$ cat src/rtl/i2s_dac_serializer_if.sv
// Sample-pair handshake between an upstream audio source and the I2S DAC serializer.
interface i2s_dac_serializer_if #(
  parameter int DATA_WIDTH = 16
) ();
  logic [DATA_WIDTH-1:0] i_SampleL;
  logic [DATA_WIDTH-1:0] i_SampleR;
  logic                  i_Valid;
  logic                  o_Ready;

  modport master (
    output i_SampleL,
    output i_SampleR,
    output i_Valid,
    input  o_Ready
  );

  modport slave (
    input  i_SampleL,
    input  i_SampleR,
    input  i_Valid,
    output o_Ready
  );
endinterface

$ cat src/rtl/i2s_dac_serializer.sv
// Philips I2S transmitter for the WM8731 DAC in slave mode: derives BCLK/LRCK from
// i_CLK and shifts a one-deep buffered stereo pair out MSB-first, muting on underrun.
module i2s_dac_serializer #(
  parameter int DATA_WIDTH = 16,
  parameter int SLOT_WIDTH = 16,
  parameter int BCLK_HALF  = 16
) (
  input  logic                  i_CLK,
  input  logic                  i_RESET,
  input  logic                  i_ENABLE,
  i2s_dac_serializer_if.slave   s_in,
  output logic                  o_BCLK,
  output logic                  o_LRCK,
  output logic                  o_DACDAT,
  output logic                  o_FrameStart,
  output logic                  o_Underrun,
  output logic [7:0]            o_UnderrunCount
);

  localparam int FRAME_BITS = 2 * SLOT_WIDTH;
  localparam int DIV_W      = (BCLK_HALF > 1) ? $clog2(BCLK_HALF) : 1;
  localparam int K_W        = $clog2(FRAME_BITS);

  localparam logic [DIV_W-1:0] DIV_LAST = DIV_W'(BCLK_HALF - 1);
  localparam logic [K_W-1:0]   K_LAST   = K_W'(FRAME_BITS - 1);
  localparam logic [K_W-1:0]   K_SLOT   = K_W'(SLOT_WIDTH);

  logic [DIV_W-1:0]      div_cnt;
  logic [K_W-1:0]        bit_k;
  logic [K_W-1:0]        k_next;
  logic [FRAME_BITS-1:0] shreg;
  logic [FRAME_BITS-1:0] frame_word;
  logic [DATA_WIDTH-1:0] buf_l;
  logic [DATA_WIDTH-1:0] buf_r;
  logic                  full;
  logic                  accept;
  logic                  fall_evt;
  logic                  frame_evt;

  assign s_in.o_Ready = ~full;
  assign accept       = s_in.i_Valid & ~full;
  assign fall_evt     = i_ENABLE & o_BCLK & (div_cnt == DIV_LAST);
  assign frame_evt    = fall_evt & (bit_k == K_LAST);
  assign k_next       = (bit_k == K_LAST) ? '0 : bit_k + 1'b1;

  // Each slot is MSB-aligned; trailing slot bits stay zero.
  always_comb begin
    frame_word = '0;
    frame_word[FRAME_BITS-1 -: DATA_WIDTH] = buf_l;
    frame_word[SLOT_WIDTH-1 -: DATA_WIDTH] = buf_r;
  end

  always_ff @(posedge i_CLK or posedge i_RESET) begin
    if (i_RESET) begin
      div_cnt      <= '0;
      bit_k        <= K_LAST;
      shreg        <= '0;
      o_BCLK       <= 1'b0;
      o_LRCK       <= 1'b0;
      o_DACDAT     <= 1'b0;
      o_FrameStart <= 1'b0;
      o_Underrun   <= 1'b0;
    end else if (!i_ENABLE) begin
      div_cnt      <= '0;
      bit_k        <= K_LAST;
      shreg        <= '0;
      o_BCLK       <= 1'b0;
      o_LRCK       <= 1'b0;
      o_DACDAT     <= 1'b0;
      o_FrameStart <= 1'b0;
      o_Underrun   <= 1'b0;
    end else begin
      o_FrameStart <= 1'b0;
      o_Underrun   <= 1'b0;

      if (div_cnt == DIV_LAST) begin
        div_cnt <= '0;
        o_BCLK  <= ~o_BCLK;
      end else begin
        div_cnt <= div_cnt + 1'b1;
      end

      // The MSB leaving at the frame boundary is the previous frame's last bit,
      // which gives the one-BCLK I2S delay after each LRCK edge.
      if (fall_evt) begin
        bit_k    <= k_next;
        o_LRCK   <= (k_next >= K_SLOT);
        o_DACDAT <= shreg[FRAME_BITS-1];
        if (frame_evt) begin
          o_FrameStart <= 1'b1;
          if (full) begin
            shreg <= frame_word;
          end else begin
            shreg      <= '0;
            o_Underrun <= 1'b1;
          end
        end else begin
          shreg <= {shreg[FRAME_BITS-2:0], 1'b0};
        end
      end
    end
  end

  // Buffer and underrun count survive enable drops; only reset clears them.
  always_ff @(posedge i_CLK or posedge i_RESET) begin
    if (i_RESET) begin
      full  <= 1'b0;
      buf_l <= '0;
      buf_r <= '0;
    end else if (frame_evt && full) begin
      full <= 1'b0;
    end else if (accept) begin
      full  <= 1'b1;
      buf_l <= s_in.i_SampleL;
      buf_r <= s_in.i_SampleR;
    end
  end

  always_ff @(posedge i_CLK or posedge i_RESET) begin
    if (i_RESET) begin
      o_UnderrunCount <= 8'd0;
    end else if (frame_evt && !full && (o_UnderrunCount != 8'hFF)) begin
      o_UnderrunCount <= o_UnderrunCount + 8'd1;
    end
  end

endmodule
$ cat src/flat_wrapper.sv
// flat-port wrapper written by rule: the top's interface ports become plain ports
module i2s_dac_serializer_flat 
#(
  parameter int DATA_WIDTH = 16,
  parameter int SLOT_WIDTH = 16,
  parameter int BCLK_HALF  = 16
)
  (i_CLK, i_RESET, i_ENABLE, o_BCLK, o_LRCK, o_DACDAT, o_FrameStart, o_Underrun, o_UnderrunCount, s_in_i_SampleL, s_in_i_SampleR, s_in_i_Valid, s_in_o_Ready);
  i2s_dac_serializer_if #(.DATA_WIDTH(DATA_WIDTH)) s_in_i ();
  input  logic i_CLK;
  input  logic i_RESET;
  input  logic i_ENABLE;
  output logic o_BCLK;
  output logic o_LRCK;
  output logic o_DACDAT;
  output logic o_FrameStart;
  output logic o_Underrun;
  output logic [7:0] o_UnderrunCount;
  input wire logic [$bits(s_in_i.i_SampleL)-1:0] s_in_i_SampleL;
  input wire logic [$bits(s_in_i.i_SampleR)-1:0] s_in_i_SampleR;
  input wire logic [$bits(s_in_i.i_Valid)-1:0] s_in_i_Valid;
  output wire logic [$bits(s_in_i.o_Ready)-1:0] s_in_o_Ready;
  assign s_in_i.i_SampleL = s_in_i_SampleL;
  assign s_in_i.i_SampleR = s_in_i_SampleR;
  assign s_in_i.i_Valid = s_in_i_Valid;
  assign s_in_o_Ready = s_in_i.o_Ready;
  i2s_dac_serializer #(.DATA_WIDTH(DATA_WIDTH), .SLOT_WIDTH(SLOT_WIDTH), .BCLK_HALF(BCLK_HALF)) u_core (.i_CLK(i_CLK), .i_RESET(i_RESET), .i_ENABLE(i_ENABLE), .s_in(s_in_i), .o_BCLK(o_BCLK), .o_LRCK(o_LRCK), .o_DACDAT(o_DACDAT), .o_FrameStart(o_FrameStart), .o_Underrun(o_Underrun), .o_UnderrunCount(o_UnderrunCount));
endmodule
$ cat config.mk
export PLATFORM = sky130hd
export DESIGN_NAME = i2s_dac_serializer_flat
export DESIGN_NICKNAME = d
export VERILOG_FILES = /design/src/rtl/i2s_dac_serializer_if.sv /design/src/rtl/i2s_dac_serializer.sv /design/src/flat_wrapper.sv
export SDC_FILE = /design/constraint.sdc
export NUM_CORES = 1
export LEC_CHECK = 0
export CAP_MARGIN = 20
export CORE_ASPECT_RATIO = 0.7
export CORE_UTILIZATION = 55
export CTS_BUF_LIST = sky130_fd_sc_hd__clkbuf_8
export DETAILED_ROUTE_END_ITERATION = 7
export GPL_ROUTABILITY_DRIVEN = 0
export MAX_ROUTING_LAYER = met4
export PLACE_DENSITY = 0.81
export SLEW_MARGIN = 20
export SYNTH_ARGS = -nofsm -noshare
export SYNTH_HDL_FRONTEND = slang
export SYNTH_SLANG_ARGS = --single-unit
$ cat constraint.sdc
create_clock -name i_CLK -period 3.73 [get_ports i_CLK]
set_input_delay 0.373 -clock i_CLK [delete_from_list [all_inputs] [get_ports i_CLK]]
set_output_delay 0.373 -clock i_CLK [all_outputs]
set_load 0.02 [all_outputs]
## Yosys cells after proc, flatten, opt, wreduce, memory -nomap -nowiden

Cells that the tools add are included.
Widths: inputs -> output; s select.

- Register bits: 87
- Bits in latches: 0
- Memory bits (writable): 0
- Memory bits (read-only): 0
- Input bits: 36
- Output and inout bits: 14
- Word-level logic and storage cells: 58
- Memories kept: 0

- $add $sub $neg: 3
- $mul: 0
- Divide/modulo/power cells: 0
- $lt $le $gt $ge: 1
- Equal/unequal tests: 5
- Shifts and indexed selects: 0
- Mux-type cells: 24
- Bitwise gates (word level): 7
- Reductions and logical operators: 6

Operators with widths:

| kind | count |
|---|---|
| $mux 32 | 4 |
| $mux 1 | 15 |
| $mux 5 | 3 |
| $add 8x1->8 const B | 1 |
| $mux 4 | 2 |
| $ne 8x8->1 const B | 1 |
| $add 5x1->5 const B | 1 |
| $eq 5x5->1 const B | 1 |
| $ge 5x5->1 const B | 1 |
| $add 4x1->4 const B | 1 |
| $and 1x1->1 | 4 |
| $eq 4x4->1 const B | 1 |
| $ne 2x1->1 const B | 2 |
| $logic_and 1x1->1 | 3 |
| $not 1->1 | 3 |
| $reduce_and 2->1 | 1 |
| $reduce_bool 2->1 | 1 |
| $logic_not 1->1 | 1 |

## Depth between registers and ports, before layout

- Depth after elaboration: 6
- Depth in mapped cells: 8
- Mapped depth without buffers: 7

## Worst setup path after synthesis

OpenSTA, ideal clock, no wires.

- Path kind: reg2reg
- From: register u_core.bit_k[0]
- To: register u_core.o_UnderrunCount[1]
- Library setup time: 128 ps
- Arrival time: 1791 ps
- Required time: 3602 ps
- Slack: 1811 ps
- Cell stages (with the launch flop): 7
- Path buffers: 0
- Clock period less this slack: 1919 ps
- Path through: dfstp_2 ha_1 and3_1 ha_1 and3b_1 o211ai_4 mux2_1

- Longest elaborated chain between the ends: 4

Ends and longest elaborated chain:

| item | line | RTL |
|---|---|---|
| from (decl) | i2s_dac_serializer.sv:29 | `logic [K_W-1:0] bit_k;` |
| from (signal assigned) | i2s_dac_serializer.sv:86 | `bit_k <= k_next;` |
| $eq 5x5->1 | i2s_dac_serializer.sv:43 | `assign frame_evt = fall_evt & (bit_k == K_LAST);` |
| $and 1x1->1 | i2s_dac_serializer.sv:43 |  |
| $logic_and 1x1->1 (2 in series) | i2s_dac_serializer.sv:122 | `end else if (frame_evt && !full && (o_UnderrunCount != 8'hFF)) begin` |
| to (signal assigned) | i2s_dac_serializer.sv:123 | `o_UnderrunCount <= o_UnderrunCount + 8'd1;` |
| to (decl) | i2s_dac_serializer.sv:17 | `output logic [7:0] o_UnderrunCount` |

No other way between the ends.
A chain may end at the register's enable or synchronous reset.

## Final worst setup path

- From: register u_core.bit_k[0]
- To: register u_core.shreg[4]

- Longest elaborated chain between the ends: 5

Ends and longest elaborated chain:

| item | line | RTL |
|---|---|---|
| $eq 5x5->1 | i2s_dac_serializer.sv:43 |  |
| $and 1x1->1 | i2s_dac_serializer.sv:43 |  |
| $mux 32 | i2s_dac_serializer.sv:89 | `if (frame_evt) begin` |
| $mux 32 | i2s_dac_serializer.sv:85 | `if (fall_evt) begin` |
| $mux 32 | i2s_dac_serializer.sv:63 | `end else if (!i_ENABLE) begin` |
| to (signal assigned) | i2s_dac_serializer.sv:92 | `shreg <= frame_word;` |
| to (signal assigned) | i2s_dac_serializer.sv:98 | `shreg <= {shreg[FRAME_BITS-2:0], 1'b0};` |
| to (decl) | i2s_dac_serializer.sv:31 | `logic [FRAME_BITS-1:0] shreg;` |

No other way between the ends. The select of a mux whose other input is x is not followed.

==> impl_metrics.json <==
{
  "via_per_inst": 5.53,
  "most-common-layout-cells": "dfrtp_1, nand2_1, clkdlybuf4s50_1",
  "report.final.slew_viol_count": 0,
  "crit_arrival_ns": 2.94,
  "cp.required_ns": 4.01,
  "ys_seq_area_frac": 0.599,
  "gr-usage-met2": 0.321,
  "grt.total_usage": 0.215,
  "outcome": "finished, final reports clean",
  "cts_buffers": 9,
  "power.switching_mw": 0.375,
  "synth_nets": 347,
  "clkLatencyLatePin_ns": 0.35,
  "async_flop_share": 1.00,
  "max-vdd-ir-drop_mv": 0.272,
  "nNetsFinal": 395,
  "fmax_mhz": 376,
  "wl_per_cell_um": 15.0,
  "ctsResizeCount": 0,
  "rows": 24,
  "power_leakage_nw": 2.05,
  "ys.flop_type": "dfrtp_1",
  "pre_cts_ws_ns": 1.10,
  "clkTransAtPathRegs_ns": 0.08,
  "gr-usage-met1": 0.287,
  "place_inst": 422,
  "timing.final.ws_setup_ns": 1.07,
  "routed_wl_mm": 6.56,
  "antenna_found_initial": 0,
  "p_per_area_mw_per_mm2": 395,
  "grt.busiest_layer": "met2",
  "cts_setup_buffers": 0,
  "grt_overflow_total": 0,
  "fin_util": 0.694,
  "layout_commonest_cell": "dfrtp_1",
  "synthesis.area_mm2": 0.00365,
  "port_buffers": 49,
  "drt_iter0_markers": 79,
  "synth_warnings": 0,
  "tightest_slew_ns": 0.975,
  "hp-class": "in2async",
  "crit_fanout": 16,
  "cp.buffers_inverters": 1,
  "drive_gt1_frac": 0.181,
  "setup_tns_ns": 0,
  "drv_cap": 0,
  "area_growth_pct": 19.9,
  "cp-end-kind": "flop",
  "hpwl_mm": 4.34,
  "fin_skew_ns": 0.00310,
  "path_cells": "ha_1 -> and3_1 -> ha_1 -> nand3_1 -> nor2_2 -> buf_4 -> nand2_1 -> nand2_1",
  "clock-sinks": 87,
  "drc_errors": 0,
  "postSynthCellCount": 307,
  "holdWs_ns": 0.445,
  "io_pins": 50,
  "cts_root_buf": "clkbuf_8",
  "critPathLaunchType": "flop",
  "synth_enable_flop_cells": 0,
  "slowest_delay_ns": 0.58,
  "crit_family": "simple AND/OR/NAND/NOR gates",
  "vias": 2416,
  "grt_pass1_wl_mm": 11.1,
  "critical_path_class": "reg2reg",
  "rsz0062_at_grt": "false",
  "setup_viol": 0,
  "synth.avg_cell_area_um2": 11.9,
  "ff2ff_setup_slack_ns": 1.07,
  "tritoncts": "yes",
  "ys_ff_latch": 87,
  "seq_power_share": 0.585,
  "fin_crit_ns": 2.66,
  "p_comb_frac": 0.064,
  "p_total_mw": 1.73,
  "fin_crit_sh": 0.713,
  "initial_utilization": 0.578,
  "critPathSlowestCell": "dfstp_2",
  "cts_hold_buf": 0,
  "clockBufferDepth": 2,
  "clkPwrFrac": 0.350,
  "relSlewSlack": 0.348,
  "finalInstanceArea_mm2": 0.00437,
  "synth.distinct_cells": 37,
  "core_region_area_mm2": 0.00631,
  "grt_max_degree": 47,
  "fp.dieW_um": 99.3,
  "placedInstanceArea_mm2": 0.00420,
  "p_int_mw": 1.35,
  "diodes": 0,
  "dieArea_mm2": 0.00697,
  "htreeDepth": 3,
  "firstDrtPassIters": 4,
  "die_y_um": 70.1,
  "detail-route-antenna-nets": 0,
  "grt_pass1_vias": 2335,
  "grtUsageMet3": 0.0781,
  "finalHoldViolCount": 0,
  "p_sw_frac": 0.217,
  "layout.cells.non_filler": 437
}
==> per-layer routing <==
metal | part of all wire | routed length, um
met1 | 0.49 | 3180
met2 | 0.47 | 3060
met3 | 0.042 | 276
met4 | 0.0064 | 42
met5 | 0 | 0
==> kinds of logic (layout without fill, tap and decap cells) <==
family / after synthesis / count (layout) / synth area share
and+or+nand+nor: 107 / 107 / 0.139
DFF: 87 / 87 / 0.599
adders and majority gates: 4 / 4 / 0.0137
buffers and inverters: 21 / 73 / 0.0298
xor gates and xnor gates: 9 / 9 / 0.0216
muxes: 34 / 34 / 0.105
AOI/OAI and AO/OA: 45 / 45 / 0.0926
==> power groups by stage <==
stage               sequential [mW]  clock [mW]  combinational [mW]
floorplan                      1.02           0              0.0609
global placement               1.03           0               0.110
detailed placement             1.03           0               0.114
CTS                            1.01       0.624               0.114
global route                   1.02       0.661               0.123
finish                         1.01       0.605               0.111
==> registers in the layout (all words and copies together) (netlist names) <==
name                    flops
u_core.bit_k                5
u_core.buf_r               16
u_core.o_UnderrunCount      8
u_core.full                 1
u_core.shreg               32
u_core.buf_l               16
u_core.o_BCLK               1
u_core.div_cnt              4
u_core.o_Underrun           1
u_core.o_LRCK               1
u_core.o_DACDAT             1
u_core.o_FrameStart         1
==> path summary, 6_finish.rpt <==
| path | startpoint | to | cells after the start |
|---|---|---|---|
| max | u_core.bit_k[0]$_DFFE_PP1P_ | u_core.shreg[4]$_DFFE_PP0P_ | 8 |
| min | i_RESET | u_core.o_UnderrunCount[0]$_DFFE_PP0P_ | 2 |
| max reg2reg | u_core.bit_k[0]$_DFFE_PP1P_ | u_core.shreg[4]$_DFFE_PP0P_ | 8 |
| min reg2reg | u_core.buf_r[13]$_DFFE_PP0P_ | u_core.shreg[13]$_DFFE_PP0P_ | 2 |
| max in group asynchronous | i_RESET | u_core.bit_k[1]$_DFFE_PP1P_ | 3 |
| min in group i_CLK | u_core.buf_r[13]$_DFFE_PP0P_ | u_core.shreg[13]$_DFFE_PP0P_ | 2 |
==> cells in the mapped netlist (2+ instances only) <==
cell | n | share of area
buf_6 | 3 | 0.0093
nand2_1 | 65 | 0.067
a311oi_1 | 4 | 0.0096
ha_1 | 4 | 0.014
xor2_1 | 6 | 0.014
a21oi_1 | 5 | 0.0069
xnor2_1 | 3 | 0.0072
mux2_1 | 3 | 0.0093
dfrtp_1 | 82 | 0.56
nor3_2 | 4 | 0.011
clkbuf_1 | 7 | 0.0072
and3_1 | 2 | 0.0034
buf_2 | 6 | 0.0082
and2_1 | 2 | 0.0034
mux2_2 | 31 | 0.096
nor2_1 | 11 | 0.011
dfstp_2 | 5 | 0.036
a31oi_1 | 2 | 0.0034
nor3_1 | 3 | 0.0041
inv_1 | 5 | 0.0051
a22oi_1 | 28 | 0.058
nor2b_1 | 4 | 0.0069
nand3_1 | 8 | 0.011
==> layout make-up <==
type	count	area, um2
fillers	457	1930
inverters	5	20.0
repair buffers	53	533
clock inverters	6	53.8
clock buffers	9	124
well taps	78	97.6
multi-input cells	199	1360
flip-flops and latches	87	2180
Note: power is estimated with default switching activity, not from simulation.
